===== src/rtl/otp_stream_arbiter.sv =====
// One-time-pad XOR stage shared round-robin between two message channels, fed from a pad FIFO.
// Optional pad_low flag is built only when OTP_PAD_LOW_EN is defined.
module otp_stream_arbiter #(
  parameter int DEPTH     = 16,
  parameter int LOW_WATER = 2
) (
  input  logic                     clk,
  input  logic                     rst_n,
  input  logic                     pad_valid,
  input  logic [7:0]               pad_data,
  output logic                     pad_ready,
  input  logic [1:0]               req_valid,
  input  logic [15:0]              req_message,
  output logic [1:0]               req_ready,
  output logic                     out_valid,
  output logic [7:0]               out_data,
  output logic                     out_chan,
  input  logic                     out_ready,
  output logic [$clog2(DEPTH):0]   pad_count,
  output logic                     pad_low
);

  localparam int AW = $clog2(DEPTH);
  localparam int CW = AW + 1;
  localparam logic [CW-1:0] FULL = CW'(DEPTH);

  logic [7:0]    mem [DEPTH];
  logic [AW-1:0] wr_ptr;
  logic [AW-1:0] rd_ptr;
  logic          last_grant;
  logic          can_issue;
  logic          push;
  logic          pop;
  logic          gnt_chan;
  logic [7:0]    msg_byte;

  assign pad_ready = (pad_count != FULL);
  assign push      = pad_valid && pad_ready;
  assign can_issue = (pad_count != '0) && (!out_valid || out_ready);

  // Contention goes to the channel that did not win last time.
  always_comb begin
    req_ready = 2'b00;
    if (can_issue) begin
      case (req_valid)
        2'b01:   req_ready = 2'b01;
        2'b10:   req_ready = 2'b10;
        2'b11:   req_ready = last_grant ? 2'b01 : 2'b10;
        default: req_ready = 2'b00;
      endcase
    end
  end

  assign pop      = |(req_valid & req_ready);
  assign gnt_chan = req_ready[1];
  assign msg_byte = gnt_chan ? req_message[15:8] : req_message[7:0];

  // NOTE: pad storage has no reset; pointers and count alone decide which entries are live.
  always_ff @(posedge clk) begin
    if (push) mem[wr_ptr] <= pad_data;
  end

  // NOTE: non-blocking assignments so every register samples pre-edge values.
  always_ff @(posedge clk) begin
    if (!rst_n) begin
      wr_ptr     <= '0;
      rd_ptr     <= '0;
      pad_count  <= '0;
      last_grant <= 1'b1;
      out_valid  <= 1'b0;
      out_data   <= 8'h00;
      out_chan   <= 1'b0;
    end else begin
      if (push) wr_ptr <= wr_ptr + AW'(1);
      if (pop)  rd_ptr <= rd_ptr + AW'(1);

      case ({push, pop})
        2'b10:   pad_count <= pad_count + CW'(1);
        2'b01:   pad_count <= pad_count - CW'(1);
        default: pad_count <= pad_count;
      endcase

      if (pop) begin
        out_data   <= mem[rd_ptr] ^ msg_byte;
        out_chan   <= gnt_chan;
        out_valid  <= 1'b1;
        last_grant <= gnt_chan;
      end else if (out_ready) begin
        out_valid  <= 1'b0;
      end
    end
  end

`ifdef OTP_PAD_LOW_EN
  assign pad_low = (pad_count < CW'(LOW_WATER));
`else
  assign pad_low = 1'b0;
`endif

endmodule


===== config.mk =====
export PLATFORM = sky130hd
export DESIGN_NAME = otp_stream_arbiter
export DESIGN_NICKNAME = d
export VERILOG_FILES = /design/src/rtl/otp_stream_arbiter.sv
export SDC_FILE = /design/constraint.sdc
export NUM_CORES = 1
export LEC_CHECK = 0
export CAP_MARGIN = 5
export CORE_UTILIZATION = 43
export DETAILED_ROUTE_END_ITERATION = 10
export MAX_ROUTING_LAYER = met4
export SYNTH_ARGS = -nofsm -noshare
export SYNTH_HDL_FRONTEND = slang
export SYNTH_SLANG_ARGS = --single-unit
export TNS_END_PERCENT = 100

===== constraint.sdc =====
create_clock -name clk -period 8.2 [get_ports clk]
set_clock_uncertainty 0.05 [all_clocks]
set_input_delay 1.64 -clock clk [delete_from_list [all_inputs] [get_ports clk]]
set_output_delay 1.64 -clock clk [all_outputs]
set_load 0.02 [all_outputs]

==> results of run 1 <==
## sequential cells by signal (all words and copies together) (netlist names), named ones only
name        count
out_data        8
pad_count       5
wr_ptr          4
rd_ptr          4
last_grant      1
out_valid       1
out_chan        1
mem           128
## cell type report
cell class / count / area, um^2
clock buffers: 19 / 432.9
clock inverters: 13 / 142.6
fillers: 1116 / 6616
inverters: 7 / 26.28
multi-input cells: 203 / 1792
flip-flops and latches: 156 / 4407
well taps: 180 / 225.2
repair buffers: 52 / 508.0
## metal layers
metal,vias up,part of all wire
li1,1608,-
met1,1666,0.44
met2,95,0.48
met3,8,0.065
met4,0,0.0086
met5,-,0
## cell usage after synthesis, types with 9 or more instances
| library cell | n | area, um^2 |
|---|---|---|
| edfxtp_1 | 128 | 3844 |
| mux4_2 | 32 | 720.7 |
| dfxtp_1 | 28 | 560.5 |
| nand3_1 | 26 | 130.1 |
| nor2_1 | 25 | 93.84 |
| nand2_1 | 22 | 82.58 |
| a22oi_1 | 16 | 120.1 |
| a21oi_1 | 10 | 50.05 |
| or3_1 | 10 | 62.56 |
| clkbuf_1 | 9 | 33.78 |
| ha_1 | 9 | 112.6 |
| mux2i_1 | 9 | 90.09 |
## per-stage QoR
step	power, mW	cell area, um^2	std cells	util
global route	2.381	7533	630	0.5324
finish	2.271	7533	630	0.5324
global placement	1.527	6958	598	0.4917
floorplan	1.350	6334	387	-
CTS	2.295	7533	630	0.5324
detailed placement	1.539	6958	598	0.4917
## power groups by stage
stage / Clock (mW) / Sequential [mW] / Combinational (mW)
floorplan: 0 / 1.00 / 0.349
global placement: 0 / 0.977 / 0.550
detailed placement: 0 / 0.980 / 0.559
CTS: 0.771 / 0.964 / 0.560
global route: 0.805 / 0.972 / 0.604
finish: 0.758 / 0.963 / 0.550
## tightest hold or removal path: cells and delay by family, from the launching register on
kind	cells	cell delay [ps]
compound gates	1	50
simple gates	1	50
flops	1	310
## kinds of logic after synthesis
| family | share of synthesized area |
|---|---|
| flip-flops | 0.6954 |
| XOR/XNOR | 0.01106 |
| AO/OA/AOI/OAI | 0.04564 |
| adder cells (fa/ha/maj) | 0.01778 |
| multiplexers | 0.1280 |
| AND/OR/NAND/NOR | 0.07981 |
| buffers and inverters | 0.02173 |
| other | 0.0005921 |
## worst max path at each step
stage,start,endpoint,slack [ps],cells after the start
CTS,out_ready,req_ready[1],3150,5
global placement,out_ready,req_ready[1],3200,5
global route,out_ready,req_ready[1],3030,5
finish,out_ready,req_ready[1],3160,5
detailed placement,out_ready,req_ready[1],3160,5
floorplan,out_ready,req_ready[1],4220,4
==> key figures, run 1 <==
Setup path
  – R2R setup slack: 4620 ps
  – CP most frequent cell: clkdlybuf4s50_1
  – CP Class: in -> out
  – Slowest cell on the critical path: clkdlybuf4s50_1
  – CP Cell Sequence: clkdlybuf4s50_1 > nand2b_1 > o2111ai_4 > inv_1 > clkdlybuf4s50_1
  – Startpoint type of the worst setup path: input pin
  – Critical R2R Launch: pad_count[1]$_SDFFE_PN0P_
  – Crit-path leading delay family: buffers and inverters
  – CP endpoint kind: primary output
  – Req. time, crit path: 6510 ps
  – Critical Path AT: 3350 ps
  – R2R depth: 11
  – Buf/Inv on CP: 3
  – Worst Path Max Fanout: 11
  – Slowest stage delay, CP: 600 ps
  – RR Endpoint: pad_count[4]$_SDFFE_PN0P_

Status
  – Status: completed

Clock network
  – Worst skew pair latency: 420 ps
  – Clock Pin Slew Worst Setup and Hold Paths: 60 ps
  – Htree depth: 4
  – Post-CTS sizing: 0
  – Inserted Clock Buffers: 17
  – Postcts setup bufs: 0
  – Max Buffers Root-to-Sink: 2
  – CTS tree: yes
  – Post-CTS Hold Fix Bufs: 0
  – CTS root buffer: clkbuf_16
  – CTS sink cnt: 156

Place
  – # port buffers: 47
  – GP Congestion: 0.7675
  – Post-detail-place hpwl: 7990 um
  – Place WS: 3162 ps

Yosys
  – Post-synth EDFFs: 128
  – Post-synth ARST share: 0
  – Syn Nets: 426
  – Sequential area share after synthesis: 0.6954
  – Post-synth top flop: edfxtp_1
  – Netlist cell types: 41
  – Synthesis Warnings: 0
  – Synth Area per Inst: 16.37 um^2
  – Syn Std Cell Area: 0.006334 mm^2
  – Synth Instances: 387
  – Register bit total from synthesis: 156

STA
  – Hold Vio Cnt, Final: 0
  – Final Cycle Share: 0.6147
  – Slew headroom: 0.4014
  – Worst Hold Margin: 404.1 ps
  – Finish-stage setup viols: 0
  – Unrepaired setup endpoints after global routing: no
  – Worst-Margin Slew: 898.0 ps
  – Pins Over Slew Limit: 0
  – Final setup TNS: 0 ps
  – Final Worst Setup Slack: 3160 ps
  – Fmax: 0.1984 GHz
  – Min cycle time layout: 5040 ps

Cells and area
  – Commonest non-fill, non-tap cell in the layout: edfxtp_1
  – Fin nets: 476
  – Area grow syn2layout: 18.95%
  – Ant. Diodes: 0
  – Most frequent cells in the layout: edfxtp_1 (128), clkdlybuf4s50_1 (47), mux4_2 (32)
  – Layout cell share with drive strength beyond 1: 0.1600

GRT
  – Initial antenna violation count: 0
  – Largest net degree at the start of global routing: 33
  – Met3 usage: 0.05304
  – First-pass GRT wire length: 19420 um
  – Vias in the first global route: 3444
  – Gr busiest metal: met2
  – Global route overflow: 0
  – Grt met2 use: 0.2874
  – Total global-route track usage: 0.1899
  – Met1 usage: 0.2517

Die
  – Core area: 0.01415 mm^2
  – Chip width: 123.4 um
  – Die height: 123.4 um
  – Starting utilization of the core area: 0.4476
  – # rows: 43
  – IO Count: 49
  – Die Area: 0.01522 mm^2

Min path
  – Min-Delay Endpoint: out_chan$_SDFFE_PN0N_
  – Hold Crit Start: out_chan$_SDFFE_PN0N_
  – Worst hold path type: reg -> reg
  – Hold Crit Depth: 2

Routing
  – DR WL/cell: 19.91 um
  – Vias: 3377
  – Remaining DRCs: 0
  – Vias per inst: 5.360
  – Final WL: 12540 um
  – Drt pass-1 iters: 4
  – DR iter-0 viols: 270
  – ANT nets after route: 0

Power and ir drop
  – P_leak: 2.503 nW
  – Clock power share: 0.334
  – Sw Share: 0.2881
  – PwrDens: 301.4 mW/mm^2
  – Internal power: 1.616 mW
  – NetSw: 654.2 uW
  – Part of the power in combinational logic: 0.242
  – Register share of total power: 0.424
  – Max rail drop VDD: 245.5 uV

Run
  – Maxcap violations: 0
Note: power is estimated with default switching activity, not from simulation.
==> inputs of run 2 (changes only) <==
- clock period: 8.2 -> 4.8 ns (I/O delays scaled with it)
==> run 2 against run 1 <==
- non-clock buffer count increased by 1
- register-to-register slack got worse by 3400 ps
- cell count grew 0.16%
- via count grew 3.6%
- critical path depth unchanged
- first-iteration DRC count increased by 7.8%
- total power up 74%
- sequential power rose by 73%
- design area increased by 0.35%
- largest cell class unchanged
- highest routed layer unchanged
==> key figures, run 2 (synthesis gave the netlist of run 1 again) <==
Setup path
  – CP most frequent cell: clkdlybuf4s50_1
  – CP endpoint kind: primary output
  – CP Class: in -> out
  – R2R depth: 11 (unchanged)
  – Critical Path AT: 2670 ps (-680 ps)
  – Startpoint type of the worst setup path: input pin
  – Buf/Inv on CP: 3 (unchanged)
  – CP Cell Sequence: clkdlybuf4s50_1 > nand2b_1 > o2111ai_4 > inv_1 > clkdlybuf4s50_1
  – RR Endpoint: pad_count[4]$_SDFFE_PN0P_
  – Slowest cell on the critical path: clkdlybuf4s50_1
  – Critical R2R Launch: pad_count[1]$_SDFFE_PN0P_
  – R2R setup slack: 1200 ps (-3420 ps)
  – Req. time, crit path: 3790 ps (-2720 ps)
  – Worst Path Max Fanout: 11 (unchanged)
  – Slowest stage delay, CP: 600 ps (about the same)
  – Crit-path leading delay family: buffers and inverters

STA
  – Finish-stage setup viols: 0 (unchanged)
  – Min cycle time layout: 3682 ps
  – Worst Hold Margin: 406.4 ps (+2.365 ps)
  – Fmax: 0.2716 GHz
  – Final setup TNS: 0 ps (unchanged)
  – Final Cycle Share: 0.7671
  – Pins Over Slew Limit: 0 (unchanged)
  – Unrepaired setup endpoints after global routing: no
  – Hold Vio Cnt, Final: 0 (unchanged)
  – Worst-Margin Slew: 905.9 ps (+7.968 ps)
  – Slew headroom: 0.3960 (-0.005313)

Min path
  – Worst hold path type: reg -> reg
  – Hold Crit Start: out_chan$_SDFFE_PN0N_
  – Hold Crit Depth: 2 (unchanged)
  – Min-Delay Endpoint: out_chan$_SDFFE_PN0N_

GRT
  – Vias in the first global route: 3419 (-0.73%)
  – Initial antenna violation count: 0 (unchanged)
  – Largest net degree at the start of global routing: 33 (unchanged)
  – First-pass GRT wire length: 19560 um (+0.75%)
  – Total global-route track usage: 0.1934 (+0.003520)
  – Global route overflow: 0 (unchanged)

Place
  – Dpl cell area: 0.006965 mm^2 (+0.11%)
  – Post-detail-place hpwl: 8156 um (+2.1%)
  – # port buffers: 47 (unchanged)
  – GP Congestion: 0.7602 (-0.95%)

Cells and area
  – Most frequent cells in the layout: edfxtp_1 (128), clkdlybuf4s50_1 (47), mux4_2 (32)
  – Biggest regs: mem x128, out_data x8, pad_count x5
  – Max FFs per register: 128 (unchanged)
  – Fin nets: 477 (+0.21%)
  – Ant. Diodes: 0 (unchanged)
  – Commonest non-fill, non-tap cell in the layout: edfxtp_1
  – Most flops, register: mem
  – Finished Cell Area: 0.007560 mm^2 (+0.35%)
  – Post-layout util: 0.5343 (+0.001857)
  – Layout cell share with drive strength beyond 1: 0.1641 (+0.004080)
  – Area grow syn2layout: 19.36%

Die
  – Chip width: 123.4 um (unchanged)
  – Core area: 0.01415 mm^2 (unchanged)
  – Die Area: 0.01522 mm^2 (unchanged)
  – Starting utilization of the core area: 0.4476 (unchanged)
  – Die height: 123.4 um (unchanged)
  – # rows: 43 (unchanged)
  – IO Count: 49 (unchanged)

Clock network
  – CTS tree: yes
  – Postcts setup bufs: 0 (unchanged)
  – Max Buffers Root-to-Sink: 2 (unchanged)
  – Htree depth: 4 (unchanged)
  – Clock Pin Slew Worst Setup and Hold Paths: 60 ps (about the same)
  – Worst skew pair latency: 430 ps (about the same)
  – CTS root buffer: clkbuf_16
  – Post-CTS Hold Fix Bufs: 0 (unchanged)
  – Inserted Clock Buffers: 17 (unchanged)
  – Post-CTS sizing: 0 (unchanged)
  – CTS sink cnt: 156 (unchanged)

Routing
  – Remaining DRCs: 0 (unchanged)
  – Final WL: 12940 um (+3.2%)
  – ANT nets after route: 0 (unchanged)
  – Drt pass-1 iters: 5 (+1)
  – DR WL/cell: 20.51 um (+3.0%)
  – Vias per inst: 5.545 (+3.4%)
  – Vias: 3499 (+3.6%)
  – DR iter-0 viols: 291 (+7.8%)

Power and ir drop
  – Internal power: 2.814 mW (+74%)
  – Part of the power in combinational logic: 0.234 (-0.008)
  – Clock power share: 0.343 (+0.009)
  – Register share of total power: 0.423 (about the same)
  – P_leak: 2.527 nW (+0.97%)
  – Sw Share: 0.2880 (about the same)
  – NetSw: 1.138 mW (+74%)
  – PwrDens: 522.8 mW/mm^2 (+73%)
  – Max rail drop VDD: 342.9 uV (+40%)

Run
  – Maxcap violations: 0 (unchanged)

Status
  – Status: completed
run 2: cell count changes in the layout (fill, tap and decap cells not counted), sizes merged:
cell | previous run | this run
buf | 5 | 6
clkbuf | 19 | 18
inv | 8 | 9
clkinvlp | 5 | 3
clkinv | 5 | 6
bufinv | 2 | 3
run 2: per-stage QoR:
stage	power (mW)	worst slack, ps	cells
after floorplan	2.307	1539	387
after global placement	2.609	844.0	599
after detailed placement	2.632	759.1	599
after CTS	3.979	1105	631
after global routing	4.127	924.9	631
final	3.952	1118	631
run 2: worst min-delay path: cells and delay by family (launching register included):
kind	cells	cell delay, ps
flops	1	310
simple gates	1	50
compound gates	1	50
run 2: cell type report:
cell class | count | area, um^2
Fill cell | 1113 | 6590
Sequential cell | 156 | 4407
Multi-Input combinational cell | 203 | 1792
Timing Repair Buffer | 53 | 515.5
Clock buffer | 18 | 429.2
Tap cell | 180 | 225.2
Clock inverter | 14 | 165.2
Inverter | 7 | 26.28
run 2: routing by layer:
layer / track usage / wire [um]
met1: 0.2555 / 6005
met2: 0.2783 / 6054
met3: 0.06089 / 740
met4: 0.07681 / 139
met5: - / 0
run 2: worst max-delay path by stage:
stage	start	end	slack [ps]	cells after the start
floorplan	pad_valid	pad_count[4]$_SDFFE_PN0P_	1540	11
global placement	req_valid[1]	pad_count[4]$_SDFFE_PN0P_	840	11
detailed placement	req_valid[1]	pad_count[4]$_SDFFE_PN0P_	760	11
CTS	out_ready	req_ready[1]	1110	5
global route	req_valid[1]	pad_count[4]$_SDFFE_PN0P_	920	11
finish	out_ready	req_ready[1]	1120	5
run 2: power groups by stage:
stage	combinational (mW)	sequential, mW	clock, mW
final	0.927	1.67	1.35
after global routing	1.01	1.69	1.43
after CTS	0.933	1.68	1.37
after detailed placement	0.929	1.70	0
after global placement	0.911	1.70	0
after floorplan	0.597	1.71	0
==> inputs of run 3 (changes only) <==
- clock period: 4.8 -> 3.1 ns (I/O delays scaled with it)
==> run 3 against run 2 <==
- hold slack better by 7.6 ps
- critical path type is now reg -> reg
- first-iteration DRC count fell by 14%
- combinational power is 70% higher
- clock-buffer cell count unchanged
- wire length down 0.41%
- largest cell class unchanged
- core utilization up 1.3 points
==> key figures, run 3 (synthesis gave the netlist of run 1 again) <==
Status
  – Status: completed

STA
  – Unrepaired setup endpoints after global routing: no
  – Worst-Margin Slew: 746.1 ps (-159.8 ps)
  – Final Worst Setup Slack: 199.1 ps (-919.0 ps)
  – Pins Over Slew Limit: 0 (unchanged)
  – Final Cycle Share: 0.9358
  – Fmax: 0.3447 GHz
  – Slew headroom: 0.5016 (+0.1055)
  – Min cycle time layout: 2901 ps
  – Finish-stage setup viols: 0 (unchanged)
  – Final setup TNS: 0 ps (unchanged)
  – Worst Hold Margin: 414.1 ps (+7.638 ps)
  – Hold Vio Cnt, Final: 0 (unchanged)

Clock network
  – Clock Pin Slew Worst Setup and Hold Paths: 60 ps (about the same)
  – CTS sink cnt: 156 (unchanged)
  – Post-CTS Hold Fix Bufs: 0 (unchanged)
  – Inserted Clock Buffers: 17 (unchanged)
  – CTS root buffer: clkbuf_16
  – Postcts setup bufs: 0 (unchanged)
  – Max Buffers Root-to-Sink: 2 (unchanged)
  – Htree depth: 4 (unchanged)
  – CTS tree: yes
  – Post-CTS sizing: 0 (unchanged)
  – Worst skew pair latency: 420 ps (about the same)

Setup path
  – CP endpoint kind: flop
  – R2R setup slack: 200 ps (-1000 ps)
  – Critical R2R Launch: pad_count[0]$_SDFFE_PN0P_
  – RR Endpoint: pad_count[4]$_SDFFE_PN0P_
  – Req. time, crit path: 3400 ps (-390 ps)
  – CP Class: reg -> reg
  – Worst Path Max Fanout: 8 (-3)
  – Startpoint type of the worst setup path: flop
  – Critical Path AT: 3200 ps (+530 ps)
  – R2R depth: 11 (unchanged)

GRT
  – First-pass GRT wire length: 19870 um (+1.6%)
  – Vias in the first global route: 3624 (+6.0%)
  – Total global-route track usage: 0.1915 (-0.001909)
  – Largest net degree at the start of global routing: 33 (unchanged)
  – Global route overflow: 0 (unchanged)
  – Initial antenna violation count: 0 (unchanged)

Die
  – Core area: 0.01415 mm^2 (unchanged)
  – Die height: 123.4 um (unchanged)
  – Chip width: 123.4 um (unchanged)
  – Starting utilization of the core area: 0.4476 (unchanged)
  – # rows: 43 (unchanged)
  – Die Area: 0.01522 mm^2 (unchanged)
  – IO Count: 49 (unchanged)

Run
  – Maxcap violations: 0 (unchanged)

Routing
  – Remaining DRCs: 0 (unchanged)
  – ANT nets after route: 0 (unchanged)
  – Final WL: 12890 um (-0.41%)
  – DR WL/cell: 19.74 um (-3.8%)
  – Drt pass-1 iters: 5 (unchanged)
  – Vias per inst: 5.464 (-1.5%)
  – DR iter-0 viols: 251 (-14%)
  – Vias: 3568 (+2.0%)

Min path
  – Min-Delay Endpoint: out_chan$_SDFFE_PN0N_
  – Worst hold path type: reg -> reg
  – Hold Crit Depth: 2 (unchanged)
  – Hold Crit Start: out_chan$_SDFFE_PN0N_

Power and ir drop
  – PwrDens: 799.5 mW/mm^2 (+53%)
  – P_leak: 2.650 nW (+4.9%)
  – Max rail drop VDD: 384.7 uV (+12%)
  – Pwr Total: 6.195 mW (+57%)

Cells and area
  – Layout cell share with drive strength beyond 1: 0.2008 (+0.03677)
  – Finished Cell Area: 0.007749 mm^2 (+2.5%)
  – Post-layout util: 0.5476 (+0.01335)
  – Max FFs per register: 128 (unchanged)
  – Fin nets: 499 (+4.6%)
  – Area grow syn2layout: 22.34%
  – Commonest non-fill, non-tap cell in the layout: edfxtp_1
  – Biggest regs: mem x128, out_data x8, pad_count x5
  – Most flops, register: mem
  – Most frequent cells in the layout: edfxtp_1 (128), clkdlybuf4s50_1 (47), mux4_2 (32)
  – Finished Layout Cells: 653 (+3.5%)
  – Ant. Diodes: 0 (unchanged)

Place
  – Dpl cell area: 0.007153 mm^2 (+2.7%)
  – Cells after DPL: 621 (+3.7%)
  – # port buffers: 47 (unchanged)
  – GP Congestion: 0.7795 (+2.5%)
  – Place WS: -105.0 ps (-864.1 ps)
  – Post-detail-place hpwl: 8282 um (+1.5%)
-- run 3: how the worst max path moves through the flow --
stage                         startpoint                   endpoint  slack (ps)  depth (start not counted)
6_report       pad_count[0]$_SDFFE_PN0P_  pad_count[4]$_SDFFE_PN0P_         200                         11
5_1_grt        pad_count[0]$_SDFFE_PN0P_  pad_count[4]$_SDFFE_PN0P_          20                         11
4_1_cts        pad_count[0]$_SDFFE_PN0P_  pad_count[4]$_SDFFE_PN0P_         190                         11
3_5_place_dp                   out_ready  pad_count[4]$_SDFFE_PN0P_        -100                         12
3_3_place_gp                   out_ready  pad_count[4]$_SDFFE_PN0P_          20                         12
2_1_floorplan  pad_count[1]$_SDFFE_PN0P_  pad_count[4]$_SDFFE_PN0P_          20                         13
-- run 3: metal layers --
metal / wire length, um / global-route usage / vias up
li1: - / - / 1654
met3: 574 / 0.05028 / 11
met5: 0 / - / -
met2: 6260 / 0.2978 / 95
met4: 107 / 0.05120 / 0
met1: 5945 / 0.2498 / 1808
-- run 3: worst max-delay path: stages, from the launching register on --
cell and delay, ps:
dfxtp_1 310, or4_4 580, o221ai_4 180, inv_2 60, ha_1 280, xor2_1 180, ha_1 240, nand2b_1 80
a21boi_0 90, o21a_1 190, or4_1 460, a21oi_1 140
-- run 3: cell type report --
cell class,instances,area (um^2)
flip-flops and latches,156,4405
inverters,7,26.28
repair buffers,75,693.2
multi-input cells,203,1803
clock inverters,14,166.4
clock buffers,18,429.2
fillers,1147,6401
well taps,180,225.2
-- run 3: report_power, final --
| part | total (mW) | switching (mW) | leakage (nW) | internal [mW] |
|---|---|---|---|---|
| Sequential | 2.53 | 0.0973 | 1.39 | 2.43 |
| Clock | 2.08 | 0.818 | 0.286 | 1.27 |
| Combinational | 1.58 | 0.852 | 0.979 | 0.729 |
| Total | 6.19 | 1.77 | 2.65 | 4.43 |
